## config.mk

```make
export PLATFORM = sky130hd
export DESIGN_NAME = arc4_encrypt_flat
export DESIGN_NICKNAME = d
export VERILOG_FILES = /design/src/rtl/arc4_pkg.sv /design/src/rtl/arc4_encrypt_if.sv /design/src/rtl/s_mem.sv /design/src/rtl/arc4_encrypt.sv /design/src/flat_wrapper.sv
export SDC_FILE = /design/constraint.sdc
export NUM_CORES = 2
export LEC_CHECK = 0
export BUFFER_PORTS_ARGS = -buffer_cell sky130_fd_sc_hd__clkbuf_2
export CAP_MARGIN = 0
export CORE_MARGIN = 10
export CORE_UTILIZATION = 32
export CTS_CLUSTER_DIAMETER = 120
export DETAILED_ROUTE_END_ITERATION = 16
export SKIP_CTS_REPAIR_TIMING = 1
export SYNTH_ARGS = -nofsm -noshare
export SYNTH_HDL_FRONTEND = slang
export SYNTH_SLANG_ARGS = --single-unit
```

## constraint.sdc

```tcl
create_clock -name clk -period 7.9 [get_ports clk]
set_clock_uncertainty 0.05 [all_clocks]
set_input_delay 0.395 -clock clk [delete_from_list [all_inputs] [get_ports clk]]
set_output_delay 0.395 -clock clk [all_outputs]
set_load 0.01 [all_outputs]
```

## src/rtl/arc4_pkg.sv

```systemverilog
// Shared RC4 encryptor/cracker definitions: FSM states, key layout, printable range and ct layout.
package arc4_pkg;

   typedef enum logic [4:0] {
      StIdle,
      StInit,
      StKsaRdi,
      StKsaWti,
      StKsaRdj,
      StKsaWtj,
      StKsaWri,
      StKsaWrj,
      StAccept,
      StPrgaRdi,
      StPrgaWti,
      StPrgaRdj,
      StPrgaWtj,
      StPrgaWri,
      StPrgaWrj,
      StPrgaRdk,
      StPrgaWtk,
      StPrgaWrct,
      StWrlen,
      StDone
   } arc4_state_e;

   localparam int unsigned KEY_BYTES   = 3;
   localparam logic [7:0]  PRINT_LO    = 8'h20;
   localparam logic [7:0]  PRINT_HI    = 8'h7E;
   localparam logic [7:0]  CT_LEN_ADDR = 8'h00;

   // Key bytes are consumed most-significant first.
   function automatic logic [7:0] key_byte(input logic [23:0] key, input logic [1:0] idx);
      logic [7:0] b;
      case (idx)
         2'd0:    b = key[23:16];
         2'd1:    b = key[15:8];
         default: b = key[7:0];
      endcase
      return b;
   endfunction

   function automatic logic is_printable(input logic [7:0] b);
      return (b >= PRINT_LO) && (b <= PRINT_HI);
   endfunction

endpackage

```

## src/rtl/arc4_encrypt_if.sv

```systemverilog
// Host-side bundle of the encryptor: start/key, plaintext stream, ct memory write port and status.
interface arc4_encrypt_if;
   logic        en;
   logic        rdy;
   logic [23:0] key;
   logic        in_valid;
   logic        in_ready;
   logic [7:0]  in_data;
   logic        in_last;
   logic [7:0]  ct_addr;
   logic [7:0]  ct_wrdata;
   logic        ct_wren;
   logic        done;
   logic        err;

   modport master (
      output en, key, in_valid, in_data, in_last,
      input  rdy, in_ready, ct_addr, ct_wrdata, ct_wren, done, err
   );

   modport slave (
      input  en, key, in_valid, in_data, in_last,
      output rdy, in_ready, ct_addr, ct_wrdata, ct_wren, done, err
   );
endinterface

```

## src/rtl/s_mem.sv

```systemverilog
// 256x8 single-port RAM with registered read (1-cycle latency); S-box store shared with the decryptor.
module s_mem (
   input  logic       clk,
   input  logic [7:0] addr,
   input  logic [7:0] wrdata,
   input  logic       wren,
   output logic [7:0] rddata
);

   logic [7:0] mem [256];

   // Read returns the old contents on a same-address write.
   always_ff @(posedge clk) begin
      if (wren) begin
         mem[addr] <= wrdata;
      end
      rddata <= mem[addr];
   end

endmodule

```

## src/rtl/arc4_encrypt.sv

```systemverilog
// RC4 encryptor writing length-prefixed ciphertext (len at ct[0], bytes at ct[1..N]).
// Optional printable-input checking via ARC4_ENCRYPT_PRINTABLE_CHECK_EN.
module arc4_encrypt
   import arc4_pkg::*;
#(
   parameter int unsigned MAX_LEN = 255
) (
   input  logic           clk,
   input  logic           rst_n,
   arc4_encrypt_if.slave  bus
);

   localparam logic [7:0] MaxLenB    = 8'(MAX_LEN);
   localparam logic [1:0] KeyIdxLast = 2'(KEY_BYTES - 1);

   arc4_state_e state_q, state_d;
   logic [23:0] key_q, key_d;
   logic [7:0]  i_q, i_d;
   logic [7:0]  j_q, j_d;
   logic [1:0]  kidx_q, kidx_d;
   logic [7:0]  si_q, si_d;
   logic [7:0]  sj_q, sj_d;
   logic [7:0]  byte_q, byte_d;
   logic        last_q, last_d;
   logic [7:0]  count_q, count_d;
   logic [7:0]  ct_addr_q, ct_addr_d;
   logic [7:0]  ct_wrdata_q, ct_wrdata_d;
   logic        ct_wren_q, ct_wren_d;
   logic        done_q, done_d;

   logic [7:0]  mem_addr;
   logic [7:0]  mem_wrdata;
   logic        mem_wren;
   logic [7:0]  mem_rddata;

   logic        start;
   logic        xfer;

   assign start = (state_q == StIdle) && bus.en;
   assign xfer  = (state_q == StAccept) && bus.in_valid;

   s_mem u_s_mem (
      .clk    (clk),
      .addr   (mem_addr),
      .wrdata (mem_wrdata),
      .wren   (mem_wren),
      .rddata (mem_rddata)
   );

   always_comb begin
      state_d     = state_q;
      key_d       = key_q;
      i_d         = i_q;
      j_d         = j_q;
      kidx_d      = kidx_q;
      si_d        = si_q;
      sj_d        = sj_q;
      byte_d      = byte_q;
      last_d      = last_q;
      count_d     = count_q;
      ct_addr_d   = ct_addr_q;
      ct_wrdata_d = ct_wrdata_q;
      ct_wren_d   = 1'b0;
      done_d      = 1'b0;
      mem_addr    = i_q;
      mem_wrdata  = 8'h00;
      mem_wren    = 1'b0;

      unique case (state_q)
         StIdle: begin
            if (start) begin
               key_d   = bus.key;
               count_d = 8'h00;
               i_d     = 8'h00;
               j_d     = 8'h00;
               kidx_d  = 2'd0;
               state_d = StInit;
            end
         end
         StInit: begin
            mem_addr   = i_q;
            mem_wrdata = i_q;
            mem_wren   = 1'b1;
            i_d        = i_q + 8'd1;
            if (i_q == 8'hFF) begin
               state_d = StKsaRdi;
            end
         end
         StKsaRdi: begin
            mem_addr = i_q;
            state_d  = StKsaWti;
         end
         StKsaWti: begin
            si_d    = mem_rddata;
            j_d     = j_q + mem_rddata + key_byte(key_q, kidx_q);
            state_d = StKsaRdj;
         end
         StKsaRdj: begin
            mem_addr = j_q;
            state_d  = StKsaWtj;
         end
         StKsaWtj: begin
            sj_d    = mem_rddata;
            state_d = StKsaWri;
         end
         StKsaWri: begin
            mem_addr   = i_q;
            mem_wrdata = sj_q;
            mem_wren   = 1'b1;
            state_d    = StKsaWrj;
         end
         StKsaWrj: begin
            mem_addr   = j_q;
            mem_wrdata = si_q;
            mem_wren   = 1'b1;
            i_d        = i_q + 8'd1;
            kidx_d     = (kidx_q == KeyIdxLast) ? 2'd0 : kidx_q + 2'd1;
            // i wraps back to 0 on its own; PRGA also needs j = 0.
            if (i_q == 8'hFF) begin
               j_d     = 8'h00;
               state_d = StAccept;
            end else begin
               state_d = StKsaRdi;
            end
         end
         StAccept: begin
            if (xfer) begin
               byte_d  = bus.in_data;
               last_d  = bus.in_last;
               i_d     = i_q + 8'd1;
               state_d = StPrgaRdi;
            end
         end
         StPrgaRdi: begin
            mem_addr = i_q;
            state_d  = StPrgaWti;
         end
         StPrgaWti: begin
            si_d    = mem_rddata;
            j_d     = j_q + mem_rddata;
            state_d = StPrgaRdj;
         end
         StPrgaRdj: begin
            mem_addr = j_q;
            state_d  = StPrgaWtj;
         end
         StPrgaWtj: begin
            sj_d    = mem_rddata;
            state_d = StPrgaWri;
         end
         StPrgaWri: begin
            mem_addr   = i_q;
            mem_wrdata = sj_q;
            mem_wren   = 1'b1;
            state_d    = StPrgaWrj;
         end
         StPrgaWrj: begin
            mem_addr   = j_q;
            mem_wrdata = si_q;
            mem_wren   = 1'b1;
            state_d    = StPrgaRdk;
         end
         StPrgaRdk: begin
            mem_addr = si_q + sj_q;
            state_d  = StPrgaWtk;
         end
         StPrgaWtk: begin
            // ct outputs are registered, so the write is staged here and shows in StPrgaWrct.
            ct_wren_d   = 1'b1;
            ct_addr_d   = count_q + 8'd1;
            ct_wrdata_d = mem_rddata ^ byte_q;
            count_d     = count_q + 8'd1;
            state_d     = StPrgaWrct;
         end
         StPrgaWrct: begin
            if (last_q || (count_q == MaxLenB)) begin
               ct_wren_d   = 1'b1;
               ct_addr_d   = CT_LEN_ADDR;
               ct_wrdata_d = count_q;
               state_d     = StWrlen;
            end else begin
               state_d = StAccept;
            end
         end
         StWrlen: begin
            done_d  = 1'b1;
            state_d = StDone;
         end
         StDone: begin
            state_d = StIdle;
         end
         default: begin
            state_d = StIdle;
         end
      endcase
   end

   always_ff @(posedge clk) begin
      if (!rst_n) begin
         state_q     <= StIdle;
         key_q       <= 24'h000000;
         i_q         <= 8'h00;
         j_q         <= 8'h00;
         kidx_q      <= 2'd0;
         si_q        <= 8'h00;
         sj_q        <= 8'h00;
         byte_q      <= 8'h00;
         last_q      <= 1'b0;
         count_q     <= 8'h00;
         ct_addr_q   <= 8'h00;
         ct_wrdata_q <= 8'h00;
         ct_wren_q   <= 1'b0;
         done_q      <= 1'b0;
      end else begin
         state_q     <= state_d;
         key_q       <= key_d;
         i_q         <= i_d;
         j_q         <= j_d;
         kidx_q      <= kidx_d;
         si_q        <= si_d;
         sj_q        <= sj_d;
         byte_q      <= byte_d;
         last_q      <= last_d;
         count_q     <= count_d;
         ct_addr_q   <= ct_addr_d;
         ct_wrdata_q <= ct_wrdata_d;
         ct_wren_q   <= ct_wren_d;
         done_q      <= done_d;
      end
   end

`ifdef ARC4_ENCRYPT_PRINTABLE_CHECK_EN
   logic err_q, err_d;

   always_comb begin
      err_d = err_q;
      if (start) begin
         err_d = 1'b0;
      end else if (xfer && !is_printable(bus.in_data)) begin
         err_d = 1'b1;
      end
   end

   always_ff @(posedge clk) begin
      if (!rst_n) begin
         err_q <= 1'b0;
      end else begin
         err_q <= err_d;
      end
   end

   assign bus.err = err_q;
`else
   assign bus.err = 1'b0;
`endif

   assign bus.rdy       = (state_q == StIdle);
   assign bus.in_ready  = (state_q == StAccept);
   assign bus.ct_addr   = ct_addr_q;
   assign bus.ct_wrdata = ct_wrdata_q;
   assign bus.ct_wren   = ct_wren_q;
   assign bus.done      = done_q;

endmodule

```

## src/flat_wrapper.sv

```systemverilog
// flat-port wrapper written by rule: the top's interface ports become plain ports
module arc4_encrypt_flat import arc4_pkg::*;
#(
   parameter int unsigned MAX_LEN = 255
)
  (clk, rst_n, bus_en, bus_key, bus_in_valid, bus_in_data, bus_in_last, bus_rdy, bus_in_ready, bus_ct_addr, bus_ct_wrdata, bus_ct_wren, bus_done, bus_err);
  arc4_encrypt_if bus_i ();
  input  logic clk;
  input  logic rst_n;
  input wire logic [$bits(bus_i.en)-1:0] bus_en;
  input wire logic [$bits(bus_i.key)-1:0] bus_key;
  input wire logic [$bits(bus_i.in_valid)-1:0] bus_in_valid;
  input wire logic [$bits(bus_i.in_data)-1:0] bus_in_data;
  input wire logic [$bits(bus_i.in_last)-1:0] bus_in_last;
  output wire logic [$bits(bus_i.rdy)-1:0] bus_rdy;
  output wire logic [$bits(bus_i.in_ready)-1:0] bus_in_ready;
  output wire logic [$bits(bus_i.ct_addr)-1:0] bus_ct_addr;
  output wire logic [$bits(bus_i.ct_wrdata)-1:0] bus_ct_wrdata;
  output wire logic [$bits(bus_i.ct_wren)-1:0] bus_ct_wren;
  output wire logic [$bits(bus_i.done)-1:0] bus_done;
  output wire logic [$bits(bus_i.err)-1:0] bus_err;
  assign bus_i.en = bus_en;
  assign bus_i.key = bus_key;
  assign bus_i.in_valid = bus_in_valid;
  assign bus_i.in_data = bus_in_data;
  assign bus_i.in_last = bus_in_last;
  assign bus_rdy = bus_i.rdy;
  assign bus_in_ready = bus_i.in_ready;
  assign bus_ct_addr = bus_i.ct_addr;
  assign bus_ct_wrdata = bus_i.ct_wrdata;
  assign bus_ct_wren = bus_i.ct_wren;
  assign bus_done = bus_i.done;
  assign bus_err = bus_i.err;
  arc4_encrypt #(.MAX_LEN(MAX_LEN)) u_core (.clk(clk), .rst_n(rst_n), .bus(bus_i));
endmodule
```

==> impl_metrics.json <==
{
  "status": "finished, final reports clean",
  "cp-end-kind": "flip-flop",
  "worstSetupStartpointType": "flip-flop",
  "slew_headroom_pct": 8.49,
  "cp_max_fo": 55,
  "totalWireLength_um": 228000,
  "synth_edf_count": 2048,
  "grt_max_degree": 204,
  "antenna_found_initial": 7,
  "htree_levels": 4,
  "max-vdd-ir-drop_v": 0.000170,
  "seq_area_um2": 63600,
  "die_w_um": 538,
  "critPathRequiredTime_ns": 8.58,
  "pwr-share-seq_pct": 52.2,
  "design_area_um2": 97500,
  "drtIter0Drc": 6341,
  "multiInputGateArea_um2": 20700,
  "grt_util_all_layers_pct": 15.0,
  "yosys_most_used_dff": "edfxtp_1",
  "layout-drive-gt1-share_pct": 12.5,
  "dieArea_um2": 290000,
  "die_h_um": 538,
  "power_density_nw_per_um2": 244,
  "crit_type": "flip-flop to flip-flop",
  "dpl.cell_count": 9025,
  "numCtsBuffers": 215,
  "crit_slowest_cell": "a221oi_4",
  "syn_area_um2": 86000,
  "drc": 0,
  "viasPerCell": 5.28,
  "max_freq_mhz": 155,
  "max_stage_delay_ns": 0.97,
  "p_switching_mw": 5.22,
  "cts.clk_slew.worst_paths_ns": 0.06,
  "internal_power_mw": 18.6,
  "clkPwrFrac_pct": 42.7,
  "synth_top_cells_by_area": "edfxtp_1 (72%), mux4_2 (6.0%), nand2_1 (4.9%), dfxtp_1 (2.5%), nand3_1 (1.7%)",
  "netlist_top_cells_count": "edfxtp_1 (2,048), nand2_1 (1,119), nor2_1 (315)",
  "worstMarginPinSlew_ns": 1.37,
  "hold_violations": 0,
  "critPathArrivalTime_ns": 7.11,
  "synthArstFlopShare_pct": 0,
  "power_frac_comb_pct": 5.1,
  "maxCapViolations": 0,
  "hold_class": "input pin to flip-flop",
  "timing.setup.tns_ns": 0,
  "setup_viol": 0,
  "placed_area_um2": 90100,
  "layoutNonFillerInstCount": 9473,
  "critPathBufInv": 2,
  "cts_sinks": 2154,
  "yosysSeqAreaShare_pct": 74.0,
  "crit_family": "compound AO/OA/AOI/OAI gates",
  "fill_cells": 25000,
  "vias": 50000,
  "antenna_left": 0,
  "synth_top_area_share_pct": 71.5,
  "leakage_nw": 28.6,
  "grt_pass1_vias": 48400,
  "finalCritPeriodShare_pct": 81.4,
  "synth_nets": 5758,
  "yosysWarnings": 0,
  "coreArea_um2": 268000,
  "netlist_instances": 5695,
  "rsz0062_at_grt": "no",
  "synth.most_common_cell": "edfxtp_1",
  "cts_buffer_depth": 3,
  "cts_tree": "yes",
  "synth_cell_types": 69,
  "port-buffer-count": 56,
  "syn_area_per_cell_um2": 15.1,
  "io_pins": 58,
  "initial_core_util_pct": 32.1,
  "root_buffer": "clkbuf_16",
  "synth_area_leader_cell": "edfxtp_1",
  "sw_frac_of_total_pct": 21.9,
  "area_delta_synth_final_pct": 13.3,
  "hpwl_um": 137000,
  "overflow": 0,
  "ys_seq_elements": 2154,
  "wl_per_cell_um": 24.0,
  "grt_pass1_wl_um": 334000,
  "crit_top_cell": "buf_12",
  "path_cells": "or4b_4 -> a31o_1 -> a221oi_4 -> buf_12 -> buf_12 -> mux4_2 -> a22oi_1 -> nand2_1 -> nor4_1 -> o21ai_0 -> or4_1",
  "rows": 190,
  "drv_slew": 0,
  "num-nets-final": 5786,
  "firstDrtPassIters": 6,
  "post-route-min-period_ns": 6.43,
  "globalplace.congestion": 0.834,
  "clk_latency_ns": 0.85
}
-- cells in the final DEF (no fill, tap or decap), types with 30 or more instances in the layout --
cell type and count:
a311oi_1 77, mux4_2 229, clkbuf_2 56, nor2_1 311, clkbuf_16 218, dlygate4sd3_1 33
clkinv_2 45, dfxtp_1 106, edfxtp_1 2048, and3_1 89, a21boi_0 44, buf_4 74
nand2_1 1106, a221oi_1 40, clkbuf_1 32, nor2b_1 46, a21oi_1 279, mux2i_1 62
a22oi_1 180, xnor2_1 30, clkinv_1 61, o21ai_0 72, nand3_1 285
-- metrics by stage --
step	total power, mW	hold WS [ns]	worst slack (ns)	util [%]
after detailed placement	13.9	0.413	1.63	33.6
after global placement	13.8	0.403	1.68	33.6
after CTS	23.9	-0.335	1.60	36.3
after floorplan	13.5	0.393	2.26	-
after global routing	24.5	0.0898	1.36	36.4
final	23.8	0.120	1.47	36.4
-- path summary, 6_finish.rpt --
path / startpoint / end / slack [ns] / cells after the start
setup / recovery: u_core.state_q[2] / u_core.u_s_mem.rddata[2] / 1.47 / 11
setup reg to reg: u_core.state_q[2] / u_core.u_s_mem.rddata[2] / 1.47 / 11
hold reg to reg: u_core.key_q[4] / u_core.key_q[4] / 0.42 / 2
hold / removal: bus_in_valid / u_core.state_q[1] / 0.12 / 5
-- power by group through the flow --
stage                     Sequential, mW  Clock [mW]  Combinational [mW]
after floorplan                     12.6           0               0.874
after global placement              12.7           0                1.18
after detailed placement            12.7           0                1.19
after CTS                           12.4        10.3                1.20
after global routing                12.4        10.8                1.31
final                               12.4        10.2                1.20
-- state kept, by name, summed over array words and instances (netlist names), 5 cells and up --
signal,count
u_core.state_q,5
u_core.j_q,8
u_core.u_s_mem.rddata,8
u_core.sj_q,8
u_core.count_q,8
u_core.bus.ct_wrdata,8
u_core.i_q,8
u_core.byte_q,8
u_core.bus.ct_addr,8
u_core.key_q,24
u_core.si_q,8
u_core.u_s_mem.mem,2048
-- worst register-to-register path, cell delays in order (launching register included) --
cell and delay, ns:
dfxtp_1 0.69, or4b_4 0.56, a31o_1 0.37, a221oi_4 0.97, buf_12 0.28, buf_12 0.39, mux4_2 0.67, a22oi_1 0.28
nand2_1 0.15, nor4_1 0.71, o21ai_0 0.58, or4_1 0.62
-- layer usage --
metal	share of wire [%]	GRT usage (%)	vias up	wire length [um]
met4	3.3	5.06	0	7540
met5	0	0	-	0
li1	-	-	21900	-
met3	8.1	2.50	343	18400
met2	46	23.5	2249	106000
met1	42	21.3	25600	95900
-- kinds of logic after synthesis --
kind of cell | after synthesis | share of synthesized area (%)
AOI/OAI and AO/OA | 820 | 6.42
DFF | 2154 | 74.0
buffers and inverters | 394 | 2.26
and+or+nand+nor | 1967 | 9.78
other | 1 | 0.00436
xor gates and xnor gates | 42 | 0.428
adders and majority gates | 26 | 0.404
muxes | 291 | 6.72
-- area by class of cell --
cell class / instances / share of cell area, %
clock inverter: 157 / 1.49
timing repair buffer: 182 / 1.59
multi-input combinational: 3147 / 21.2
tap: 3552 / 4.56
sequential: 2154 / 65.3
clock buffer: 251 / 5.74
antenna: 7 / 0.0180
inverter: 23 / 0.0886
No activity file was read; power rests on OpenSTA's default activity.
